File: config.mk
export PLATFORM = sky130hd
export DESIGN_NAME = i2c_data_out_flat
export DESIGN_NICKNAME = d
export VERILOG_FILES = /design/src/rtl/i2c_data_out_if.sv /design/src/rtl/i2c_data_out.sv /design/src/flat_wrapper.sv
export SDC_FILE = /design/constraint.sdc
export NUM_CORES = 1
export LEC_CHECK = 0
export BUFFER_PORTS_ARGS = -buffer_cell sky130_fd_sc_hd__buf_4
export CORE_MARGIN = 2
export CORE_UTILIZATION = 50
export DETAILED_ROUTE_END_ITERATION = 6
export GPL_TIMING_DRIVEN = 0
export HOLD_SLACK_MARGIN = 0.02
export MAX_ROUTING_LAYER = met4
export PLACE_DENSITY = 0.87
export SETUP_SLACK_MARGIN = 0.4
export SLEW_MARGIN = 20
export SYNTH_ARGS = -nofsm -noshare
export SYNTH_HDL_FRONTEND = slang
export SYNTH_SLANG_ARGS = --single-unit
File: constraint.sdc
create_clock -name clk -period 2.5 [get_ports clk]
set_input_delay 0.5 -clock clk [delete_from_list [all_inputs] [get_ports clk]]
set_output_delay 0.5 -clock clk [all_outputs]
set_load 0.005 [all_outputs]
File: src/rtl/i2c_data_out_if.sv
// i2c_data_out_if: bundle between the I2C master controller and the
// transmit-side data engine.
//   master modport : controller side, drives the byte buffer, length, start
//                    request, bit-phase strobes and synchronized SDA input;
//                    observes the SDA drive value and transfer status.
//   slave modport  : data engine side (i2c_data_out).
// Handshake: start is a one-cycle request, taken only in a cycle where
// busy=0. There is no ready signal. A request made while busy=1 is dropped.
// Completion is the single-cycle done pulse. busy falls in that same cycle.
// fsm_state exposes the engine's FSM state for observation only.
interface i2c_data_out_if #(
  parameter int DEPTH = 8,
  parameter int LEN_W = 4
);
  logic [7:0]       data [0:DEPTH-1];
  logic [LEN_W-1:0] length;
  logic             start;
  logic             bit_tick;
  logic             sample_tick;
  logic             din;
  logic             dout;
  logic             busy;
  logic             done;
  logic             nack;
  logic [LEN_W-1:0] byte_count;
  logic [1:0]       fsm_state;

  modport master (
    output data, length, start, bit_tick, sample_tick, din,
    input  dout, busy, done, nack, byte_count, fsm_state
  );

  modport slave (
    input  data, length, start, bit_tick, sample_tick, din,
    output dout, busy, done, nack, byte_count, fsm_state
  );
endinterface

File: src/rtl/i2c_data_out.sv
// i2c_data_out: transmit-side data engine of the I2C master.
// The module serializes up to DEPTH buffered bytes onto SDA, MSB first.
// It drives one bit per bit_tick, which marks the SCL-low phase. After each
// byte it releases SDA for the target's ACK. It samples that ACK on
// sample_tick, in the SCL-high phase. A NACK ends the transfer early.
// Ports:
//   clk, rst             : clock, asynchronous active-high reset
//   bus (slave modport)  : data[0:DEPTH-1], length, start, bit_tick,
//                          sample_tick, din in; dout (open-drain sense,
//                          1=release), busy, done, nack, byte_count and
//                          fsm_state out
module i2c_data_out #(
  parameter int DEPTH = 8,
  parameter int LEN_W = 4
) (
  input  logic           clk,
  input  logic           rst,
  i2c_data_out_if.slave  bus
);

  localparam int IDX_W = (DEPTH > 1) ? $clog2(DEPTH) : 1;

  typedef enum logic [1:0] {
    IDLE     = 2'd0,
    SHIFT    = 2'd1,
    ACK      = 2'd2,
    ACK_WAIT = 2'd3
  } state_e;

  state_e           state_q, state_d;
  logic [7:0]       buf_q [0:DEPTH-1];
  logic [7:0]       buf_d [0:DEPTH-1];
  logic [LEN_W-1:0] len_q, len_d;
  logic [LEN_W-1:0] cnt_q, cnt_d;
  logic [IDX_W-1:0] idx_q, idx_d;
  logic [IDX_W-1:0] idx_nxt;
  logic [2:0]       bit_q, bit_d;
  logic             dout_q, dout_d;
  logic             done_q, done_d;
  logic             nack_q, nack_d;
  logic [LEN_W-1:0] len_clamp;
  logic             last_byte;

  // A requested length beyond the buffer size sends the whole buffer.
  assign len_clamp = (bus.length > LEN_W'(DEPTH)) ? LEN_W'(DEPTH) : bus.length;
  assign idx_nxt   = idx_q + IDX_W'(1);
  assign last_byte = (LEN_W'(idx_q) + LEN_W'(1)) == len_q;

  // State register plus datapath registers
  always_ff @(posedge clk or posedge rst) begin
    if (rst) begin
      state_q <= IDLE;
      for (int i = 0; i < DEPTH; i++) buf_q[i] <= 8'h00;
      len_q   <= '0;
      cnt_q   <= '0;
      idx_q   <= '0;
      bit_q   <= 3'd7;
      dout_q  <= 1'b1;
      done_q  <= 1'b0;
      nack_q  <= 1'b0;
    end else begin
      state_q <= state_d;
      for (int i = 0; i < DEPTH; i++) buf_q[i] <= buf_d[i];
      len_q   <= len_d;
      cnt_q   <= cnt_d;
      idx_q   <= idx_d;
      bit_q   <= bit_d;
      dout_q  <= dout_d;
      done_q  <= done_d;
      nack_q  <= nack_d;
    end
  end

  // Next-state logic. bit_tick wins over sample_tick when both arrive together.
  always_comb begin
    state_d = state_q;
    case (state_q)
      IDLE:     if (bus.start && (len_clamp != '0)) state_d = SHIFT;
      SHIFT:    if (bus.bit_tick && (bit_q == 3'd0)) state_d = ACK;
      ACK:      if (bus.sample_tick && !bus.bit_tick) state_d = ACK_WAIT;
      ACK_WAIT: if (bus.bit_tick) state_d = (nack_q || last_byte) ? IDLE : SHIFT;
      default:  state_d = IDLE;
    endcase
  end

  // Next values of the registered outputs and datapath
  always_comb begin
    for (int i = 0; i < DEPTH; i++) buf_d[i] = buf_q[i];
    len_d  = len_q;
    cnt_d  = cnt_q;
    idx_d  = idx_q;
    bit_d  = bit_q;
    dout_d = dout_q;
    done_d = 1'b0;
    nack_d = nack_q;
    case (state_q)
      IDLE: begin
        if (bus.start) begin
          for (int i = 0; i < DEPTH; i++) buf_d[i] = bus.data[i];
          len_d  = len_clamp;
          nack_d = 1'b0;
          cnt_d  = '0;
          idx_d  = '0;
          bit_d  = 3'd7;
          if (len_clamp == '0) begin
            done_d = 1'b1;
          end else begin
            dout_d = bus.data[0][7];
          end
        end
      end
      SHIFT: begin
        if (bus.bit_tick) begin
          if (bit_q != 3'd0) begin
            bit_d  = bit_q - 3'd1;
            dout_d = buf_q[idx_q][bit_q - 3'd1];
          end else begin
            dout_d = 1'b1;  // release SDA for the ACK slot
          end
        end
      end
      ACK: begin
        if (bus.sample_tick && !bus.bit_tick) begin
          if (!bus.din) cnt_d  = cnt_q + LEN_W'(1);
          else          nack_d = 1'b1;
        end
      end
      ACK_WAIT: begin
        if (bus.bit_tick) begin
          if (nack_q || last_byte) begin
            dout_d = 1'b1;
            done_d = 1'b1;
          end else begin
            idx_d  = idx_nxt;
            bit_d  = 3'd7;
            dout_d = buf_q[idx_nxt][7];
          end
        end
      end
      default: ;
    endcase
  end

  assign bus.dout       = dout_q;
  assign bus.busy       = (state_q != IDLE);
  assign bus.done       = done_q;
  assign bus.nack       = nack_q;
  assign bus.byte_count = cnt_q;
  assign bus.fsm_state  = state_q;

endmodule
File: src/flat_wrapper.sv
// flat-port wrapper written by rule: the top's interface ports become plain ports
module i2c_data_out_flat 
#(
  parameter int DEPTH = 8,
  parameter int LEN_W = 4
)
  (clk, rst, bus_data, bus_length, bus_start, bus_bit_tick, bus_sample_tick, bus_din, bus_dout, bus_busy, bus_done, bus_nack, bus_byte_count, bus_fsm_state);
  i2c_data_out_if #(.DEPTH(DEPTH), .LEN_W(LEN_W)) bus_i ();
  input  logic clk;
  input  logic rst;
  input wire logic [$bits(bus_i.data)-1:0] bus_data;
  input wire logic [$bits(bus_i.length)-1:0] bus_length;
  input wire logic [$bits(bus_i.start)-1:0] bus_start;
  input wire logic [$bits(bus_i.bit_tick)-1:0] bus_bit_tick;
  input wire logic [$bits(bus_i.sample_tick)-1:0] bus_sample_tick;
  input wire logic [$bits(bus_i.din)-1:0] bus_din;
  output wire logic [$bits(bus_i.dout)-1:0] bus_dout;
  output wire logic [$bits(bus_i.busy)-1:0] bus_busy;
  output wire logic [$bits(bus_i.done)-1:0] bus_done;
  output wire logic [$bits(bus_i.nack)-1:0] bus_nack;
  output wire logic [$bits(bus_i.byte_count)-1:0] bus_byte_count;
  output wire logic [$bits(bus_i.fsm_state)-1:0] bus_fsm_state;
  assign bus_i.data = {>>{bus_data}};
  assign bus_i.length = bus_length;
  assign bus_i.start = bus_start;
  assign bus_i.bit_tick = bus_bit_tick;
  assign bus_i.sample_tick = bus_sample_tick;
  assign bus_i.din = bus_din;
  assign bus_dout = bus_i.dout;
  assign bus_busy = bus_i.busy;
  assign bus_done = bus_i.done;
  assign bus_nack = bus_i.nack;
  assign bus_byte_count = bus_i.byte_count;
  assign bus_fsm_state = bus_i.fsm_state;
  i2c_data_out #(.DEPTH(DEPTH), .LEN_W(LEN_W)) u_core (.clk(clk), .rst(rst), .bus(bus_i));
endmodule
==> flow_summary.ini, run 1 <==
[synth]
synth.mux.area_fraction_pct = 27.02
synthesis.area_mm2 = 0.004177
synth-seq-area-share_pct = 49.85
ys_types = 45
avgSynthCellArea_um2 = 12.18
synthesis.nets = 425
synthAdderAreaFrac_pct = 2.397
synth_most_common_cell = dfrtp_1
synth_top_cell_by_area = dfrtp_1
postSynthCellCount = 343
synth-compound-area-share_pct = 8.957
yosys.area.top_type_share_pct = 47.33
synth_ff_type = dfrtp_1
synth-seq-cells = 83
ys_warn_count = 0
synth-edff-count = 0
netlist_top_cells_count = 79 x dfrtp_1, 66 x mux2_2, 34 x mux2i_1
synth_top_family_by_area = multiplexers
synthSimpleGateAreaFrac_pct = 6.771
yosys-top-cells-area = dfrtp_1 47%, mux2_2 18%, mux2i_1 8.1%
async_flop_share_pct = 100.0
synth_xor_area_share_pct = 2.067

[power_and_ir_drop]
p_leak_nw = 2.438
ir_drop_mv = 0.6543
pwr_density_cell_mw_per_mm2 = 1258

[floorplan]
die_h_um = 95.40
start_util_pct = 51.09
dieWidth_um = 95.40
rows = 33
ios = 84
core-area_mm2 = 0.008175
die-area_mm2 = 0.009100

[clock_tree]
clock_sinks = 83
clk_pin_slew_ns = 0.08
cts-root-buf = clkbuf_8
htree_levels = 3
clock_latency_ns = 0.36
cts.path.max_buffers = 2
cts_tree = built
cts_buffers = 9

[grt]
track_usage_pct = 24.61
grt_start_max_net_pins = 32
grt_antenna_before_repair = 0
grt_pass1_vias = 3300
overflow = 0
grt_pass1_wl_um = 16150

[timing]
relSlewSlack_pct = 44.74
fin_setup_tns_ns = 0
fin_crit_sh_pct = 82.40
fmax_mhz = 485.5
tightest_slew_ns = 0.8214
period_needed_ns = 2.060
slew_violations = 0
finalSetupViolCount = 0
hold_viol_final = 0
finClkSkew_ns = 0.003986
grt_setup_unrepaired = false

[worst_setup_path]
cp_data_required_time_ns = 2.78
worstPathCellList = clkbuf_4 > nand3_1 > xor2_1 > a31o_2 > a2111o_1 > o21ai_0 > o21ai_0
cp.buffers_inverters = 1
cp.arrival_ns = 2.34
worst_path_max_delay_cell = a2111o_1
crit_path_start = u_core.idx_q[1]
cp_common_cell = o21ai_0
worstPathMaxFanout = 8
max_stage_delay_ns = 0.44
start_kind = flip-flop
cp-end-kind = flip-flop
cpLargestDelayFamily = compound AO/OA/AOI/OAI gates
critPathKind = flip-flop to flip-flop
reg2reg_from = u_core.idx_q[1]

[worst_hold_path]
hold_path.class = primary input to async pin

[routing]
wl_per_cell_um = 18.51
via_count = 3139
drt_iter0_drc = 194
dr.pass1.iters = 5
route.detailed.drc = 0
drt-total-wl_um = 10240
vias_per_cell = 5.676
ant_nets = 0

[placed_design]
hpwl_um = 7229
dp.cells = 533
gp_congestion = 0.8649
io_buffers = 83

[layout]
instances_no_fill = 553
antenna_cells = 0
area_growth_pct = 28.70
drive_gt1_share_pct = 47.54
final_nets = 525

[run_status]
status = finished clean

[flow_run]
cap_viol_max_count = 0
==> cell type report <==
class                      count  area [µm²]
clock inverter                 5       107.6
timing repair buffer          89       700.7
tap                          105       131.4
sequential                    83        2083
inverter                      10       41.29
buffer                        19       128.9
fill                         619        2800
multi-input combinational    231        2041
clock buffer                  11       141.4
==> report_power, final <==
group	internal, mW	switching [mW]	total, mW
clock	0.699	0.493	1.19
combinational	1.63	1.50	3.13
sequential	2.02	0.423	2.44
==> repair_timing <==
| action | CTS | global route |
|---|---|---|
| gates resized for setup | 13 | 36 |
| pin swaps | 1 | 6 |
| hold buffers | 0 | 0 |
| buffers inserted | 0 | 4 |
| setup endpoints to repair | 70 | 73 |
| endpoints found under the hold margin | 0 | 0 |
==> sequential cells by signal (all words and copies together), names as in the netlist <==
| register | cells |
|---|---|
| u_core.idx_q | 3 |
| u_core.bus.nack | 1 |
| u_core.buf_q | 64 |
| u_core.len_q | 4 |
| u_core.bus.done | 1 |
| u_core.bus.fsm_state | 2 |
| u_core.bus.dout | 1 |
| u_core.bus.byte_count | 4 |
| u_core.bit_q | 3 |
==> worst paths after layout <==
| kind | slack [ns] | depth (start not counted) | end |
|---|---|---|---|
| min in group clk | 0.37 | 2 | u_core.buf_q[54] |
| hold reg to reg | 0.51 | 1 | u_core.buf_q[56] |
| setup / recovery | 0.44 | 7 | u_core.bit_q[2] |
| max in group asynchronous | 1.42 | 4 | u_core.bus.dout |
| hold / removal | 0.24 | 2 | u_core.len_q[1] |
| setup reg to reg | 0.44 | 7 | u_core.bit_q[2] |
==> per-stage QoR <==
| stage | power (mW) | util (%) | area [µm²] | hold slack [ns] | worst slack [ns] |
|---|---|---|---|---|---|
| floorplan | 4.467 | - | 4180 | 0.4692 | 0.5060 |
| global route | 7.189 | 65.75 | 5375 | 0.2805 | 0.3152 |
| detailed placement | 5.290 | 60.94 | 4982 | 0.4930 | 0.1279 |
| finish | 6.761 | 65.75 | 5375 | 0.2377 | 0.4401 |
| global placement | 5.125 | 60.36 | 4935 | 0.4865 | 0.1724 |
| CTS | 6.543 | 64.39 | 5264 | 0.2428 | 0.3665 |
==> routing by layer <==
metal  global-route usage (%)  share of wire (%)  vias to the layer above
met1                    30.17                 41                     1559
met4                    8.452                1.3                        0
met3                    5.296                5.2                       20
met2                    40.61                 53                      122
met5                        -                  0                        -
li1                         -                  -                     1438
==> cell usage in the layout, fill, tap and decap left out, types with 2 or more instances in the layout <==
master and n:
mux2_2 66, nand3b_1 2, bufinv_16 3, nor2_2 2
o21ai_0 12, clkbuf_2 9, inv_2 2, dfrtp_1 78
nand3_1 7, inv_6 2, dfstp_2 4, xor2_1 5
nand2b_1 4, nand4_1 4, buf_4 88, o21ai_1 4
nand2_1 19, clkbuf_8 10, a22oi_2 4, mux2i_1 34
inv_1 7, clkbuf_1 2, a22oi_1 13, clkbuf_4 3
mux4_2 2, ha_1 6, xnor2_1 3, o22ai_1 2
a21oi_1 6, nor2_1 11, buf_6 4, a2111oi_4 2
==> kinds of logic (layout without fill, tap and decap cells) <==
kind of cell | after synthesis | in the layout
buffers and inverters | 29 | 134
XOR/XNOR | 9 | 9
AO/OA/AOI/OAI | 54 | 54
AND/OR/NAND/NOR | 58 | 58
multiplexers | 102 | 102
flip-flops | 83 | 83
adder cells (fa/ha/maj) | 8 | 8
Power figures use the tool's default switching activity.
==> run 2: changes to the inputs <==
Clock period 2.5 ns to 1.68 ns, I/O delays scaled along.
==> run 2 against run 1 <==
  * The run now ends with negative setup slack left
  * Die area unchanged
  * Combinational power grew 120%
  * Count of clock-buffer cells in the layout increased by 1
  * Fmax down 2.7%
  * Sequential share of layout area down 5.6 points
  * Flip-flop and latch count stayed put
  * Cell count up 6.0%
  * Clock skew rose by 0.0067 ns
  * Total power rose by 77%
  * Worst hold slack lost 0.21 ns
==> flow_summary.ini, run 2 (synthesis gave the netlist of run 1 again) <==
[run_status]
status = finished, violations left
violations = negative setup slack

[timing]
grt_setup_unrepaired = true
fin_crit_sh_pct = 126.0
slew_violations = 0
period_needed_ns = 2.117
fin_setup_tns_ns = -9.304
fmax_mhz = 472.3
tightest_slew_ns = 0.6760
hold_slack_ns = 0.02471
relSlewSlack_pct = 54.56
setup_ws_ns = -0.4371
finClkSkew_ns = 0.01074
hold_viol_final = 0
finalSetupViolCount = 78

[worst_setup_path]
worst_path_max_delay_cell = a2111o_1
cp-end-kind = flip-flop
rrSetupSlack_ns = -0.44
cp_data_required_time_ns = 1.97
reg2reg_from = u_core.idx_q[0]
cp.arrival_ns = 2.41
critPathKind = flip-flop to flip-flop
crit_path_start = u_core.idx_q[0]
start_kind = flip-flop
worstPathMaxFanout = 5
max_stage_delay_ns = 0.45
worstPathCellList = ha_4 > xor2_1 > nor2_1 > a31o_2 > a2111o_1 > nand2b_4 > a22oi_2

[routing]
route.detailed.drc = 0
wl_per_cell_um = 20.30
drt-total-wl_um = 11900
dr.pass1.iters = 5
vias_per_cell = 5.722
via_count = 3353
ant_nets = 0
drt_iter0_drc = 152

[clock_tree]
clock_latency_ns = 0.37
clk_pin_slew_ns = 0.09
clock_sinks = 83
cts_tree = built
cts.path.max_buffers = 2
cts-root-buf = clkbuf_8
cts_buffers = 9
htree_levels = 3

[floorplan]
die_h_um = 95.40
start_util_pct = 51.09
ios = 84
rows = 33
die-area_mm2 = 0.009100
core-area_mm2 = 0.008175
dieWidth_um = 95.40

[placed_design]
hpwl_um = 7487
io_buffers = 83
gp_congestion = 0.8657

[layout]
layout_commonest_cell = buf_4
area_growth_pct = 50.33
drive_gt1_share_pct = 56.34
largest_register = u_core.buf_q
final_cell_mix = 103 x buf_4, 79 x dfrtp_1, 66 x mux2_4, 34 x mux2i_1, 18 x nand2_1
antenna_cells = 0
largest_reg_flops = 64
final_nets = 558

[grt]
grt_start_max_net_pins = 33
grt_antenna_before_repair = 0
track_usage_pct = 27.52
overflow = 0
grt_pass1_wl_um = 18100
grt_pass1_vias = 3525

[power_and_ir_drop]
pwr_density_cell_mw_per_mm2 = 1911
ir_drop_mv = 0.8718
p_leak_nw = 3.032

[worst_hold_path]
hold_path.class = primary input to async pin

[flow_run]
cap_viol_max_count = 0
==> run 2: worst paths after layout <==
| path | endpoint | depth (start not counted) |
|---|---|---|
| max | u_core.bit_q[1] | 7 |
| min | u_core.len_q[2] | 2 |
| max reg2reg | u_core.bit_q[1] | 7 |
| min reg2reg | u_core.buf_q[44] | 1 |
| max in group asynchronous | u_core.bit_q[1] | 4 |
| min in group clk | u_core.buf_q[23] | 2 |
==> run 2: layout make-up <==
cell class,count,area (µm²)
Inverter,10,53.80
Clock inverter,4,51.30
Fill cell,484,1897
Buffer,19,320.3
Timing Repair Buffer,122,1020
Multi-Input combinational cell,231,2485
Sequential cell,83,2082
Tap cell,105,131.4
Clock buffer,12,135.1
==> run 2: critical path: cells and delay by family, from the launching register on <==
family | cells | cell delay (ns)
fa+ha+maj | 1 | 0.30
compound gates | 3 | 0.81
simple gates | 2 | 0.30
flops | 1 | 0.44
xor+xnor | 1 | 0.20
==> run 2: power by group <==
part	internal [mW]	switching [mW]	total, mW	leakage (nW)
sequential	3.01	0.719	3.72	0.996
combinational	3.94	2.90	6.85	1.95
clock	0.690	0.739	1.43	0.0906
total	7.64	4.36	12.0	3.03
==> run 2: timing repair <==
| item | 4_1_cts | 5_1_grt |
|---|---|---|
| pin swaps | 12 | 11 |
| cloned | 4 | 0 |
| hold endpoints to repair | 0 | 0 |
| buffers inserted | 20 | 13 |
| hold buffers | 0 | 0 |
| setup endpoints to repair | 88 | 88 |
| resized for setup | 39 | 32 |
==> run 2: metrics by stage <==
step / power (mW) / area (µm²) / worst slack, ns / util (%) / cells
6_report: 12.00 / 6279 / -0.4371 / 76.80 / 586
5_1_grt: 12.61 / 6279 / -0.4944 / 76.80 / 586
3_5_place_dp: 9.055 / 5510 / -0.3567 / 67.40 / 533
3_3_place_gp: 8.831 / 5470 / -0.3089 / 66.91 / 531
4_1_cts: 11.27 / 6052 / -0.2886 / 74.03 / 573
2_1_floorplan: 7.771 / 4716 / -0.1605 / - / 343
==> run 2: routing by layer <==
metal | vias up | wire length, µm | GRT usage [%]
met1 | 1700 | 5008 | 34.36
met2 | 120 | 6020 | 45.07
met3 | 23 | 523 | 3.636
met4 | 0 | 344 | 12.26
li1 | 1510 | - | -
met5 | - | 0 | -
==> run 3: changes to the inputs <==
Settings changed: RECOVER_POWER set to 50.
==> run 3 against run 2 <==
  * The run still ends with negative setup slack left
  * Via count about the same
  * Largest cell class unchanged
  * Die area unchanged
  * Register-to-register slack barely moved
  * Total power about the same
  * Combinational power barely moved
  * Core utilization decreased by 0.18 points
==> flow_summary.ini, run 3 (synthesis gave the netlist of run 1 again) <==
[layout]
regArea_mm2 = 0.002082
drive_gt1_share_pct = 56.34
instances_no_fill = 586
fill_cells = 485
finish.instance_area_mm2 = 0.006264
final_nets = 558
largest_register = u_core.buf_q
layout_commonest_cell = buf_4
area_growth_pct = 49.97
final_cell_mix = 102 x buf_4, 79 x dfrtp_1, 66 x mux2_4, 34 x mux2i_1, 18 x nand2_1
largest_reg_flops = 64
antenna_cells = 0
multi_input_area_mm2 = 0.002485

[floorplan]
die-area_mm2 = 0.009100
dieWidth_um = 95.40
start_util_pct = 51.09
die_h_um = 95.40
core-area_mm2 = 0.008175
ios = 84
rows = 33

[worst_hold_path]
hold_path.class = primary input to async pin

[routing]
route.detailed.drc = 0
vias_per_cell = 5.727
wl_per_cell_um = 20.28
drt-total-wl_um = 11890
ant_nets = 0
via_count = 3356
dr.pass1.iters = 4
drt_iter0_drc = 152

[worst_setup_path]
cp_data_required_time_ns = 1.97
critPathKind = flip-flop to flip-flop
cp.arrival_ns = 2.42
worstPathMaxFanout = 5
start_kind = flip-flop
cp-end-kind = flip-flop

[flow_run]
cap_viol_max_count = 0

[power_and_ir_drop]
pwr_density_cell_mw_per_mm2 = 1914
switching_share_pct = 36.34
p_seq_share_pct = 31.1
power_mw = 11.99
p_int_mw = 7.633
p_leak_nw = 3.027
clkPwrFrac_pct = 11.9
combPwrFrac_pct = 57.0
ir_drop_mv = 0.8721
power_switching_mw = 4.358

[grt]
overflow = 0
grt_antenna_before_repair = 0
track_usage_pct = 27.52
grt_pass1_vias = 3525
grt_pass1_wl_um = 18100
grt_start_max_net_pins = 33

[placed_design]
gp_congestion = 0.8657
placed_area_mm2 = 0.005510
hpwl_um = 7487
io_buffers = 83
dp.cells = 533

[timing]
finalSetupViolCount = 78
relSlewSlack_pct = 22.76
slew_violations = 0
period_needed_ns = 2.126
hold_viol_final = 0
tightest_slew_ns = 1.152
grt_setup_unrepaired = true
fin_setup_tns_ns = -9.317
finClkSkew_ns = 0.01021
fin_crit_sh_pct = 126.5
setup_ws_ns = -0.4458
fmax_mhz = 470.4

[run_status]
status = finished, violations left
violations = negative setup slack

[clock_tree]
htree_levels = 3
cts.path.max_buffers = 2
cts_tree = built
clk_pin_slew_ns = 0.09
clock_sinks = 83
cts-root-buf = clkbuf_8
cts_buffers = 9
clock_latency_ns = 0.37
## run 3: power by group through the flow
stage | clock [mW] | sequential (mW) | combinational [mW]
global placement | 0 | 3.66 | 5.17
global route | 1.50 | 3.81 | 7.29
CTS | 1.43 | 3.67 | 6.17
floorplan | 0 | 3.50 | 4.27
finish | 1.43 | 3.72 | 6.84
detailed placement | 0 | 3.71 | 5.34
## run 3: worst paths after layout
check                            startpoint                to  slack (ns)  depth (start not counted)
min in group clk               bus_data[23]  u_core.buf_q[23]        0.19                          2
hold / removal                          rst   u_core.bus.nack        0.19                          2
hold reg to reg            u_core.buf_q[44]  u_core.buf_q[44]        0.52                          1
setup reg to reg            u_core.idx_q[0]   u_core.bit_q[1]       -0.45                          7
setup / recovery            u_core.idx_q[0]   u_core.bit_q[1]       -0.45                          7
max in group asynchronous               rst   u_core.bit_q[1]        0.17                          4
## run 3: stage by stage
step                util, %  setup slack, ns  hold slack, ns
detailed placement    67.40          -0.3567          0.4378
global route          76.61          -0.4944          0.2001
global placement      66.91          -0.3089          0.4911
floorplan                 -          -0.1605          0.4730
CTS                   74.03          -0.2886         0.04541
finish                76.61          -0.4458          0.1869
## run 3: repair_timing
action | CTS | global route
setup buffers | 20 | 13
resized for setup | 39 | 32
pin swaps | 12 | 11
cloned | 4 | 0
hold buffers | 0 | 0
setup endpoints to repair | 88 | 88
## run 3: final cells by class
class	instances	area share, %
multi-input combinational	231	39.67
sequential	83	33.24
timing repair buffer	122	16.08
buffer	19	5.114
clock buffer	12	2.157
tap	105	2.097
clock inverter	4	0.8190
inverter	10	0.8190
## run 3: routing by layer
metal / track usage [%] / wire length (µm) / up-vias
met5: - / 0 / -
met4: 12.26 / 303 / 0
met3: 3.636 / 522 / 22
met2: 45.07 / 6054 / 112
met1: 34.36 / 5006 / 1710
li1: - / - / 1512
## run 3: worst max-delay path: stages (launching register included)
cell and delay [ns]:
dfrtp_1 0.44, ha_4 0.30, xor2_1 0.21, nor2_1 0.12, a31o_2 0.23, a2111o_1 0.44, nand2b_4 0.19, a22oi_2 0.13
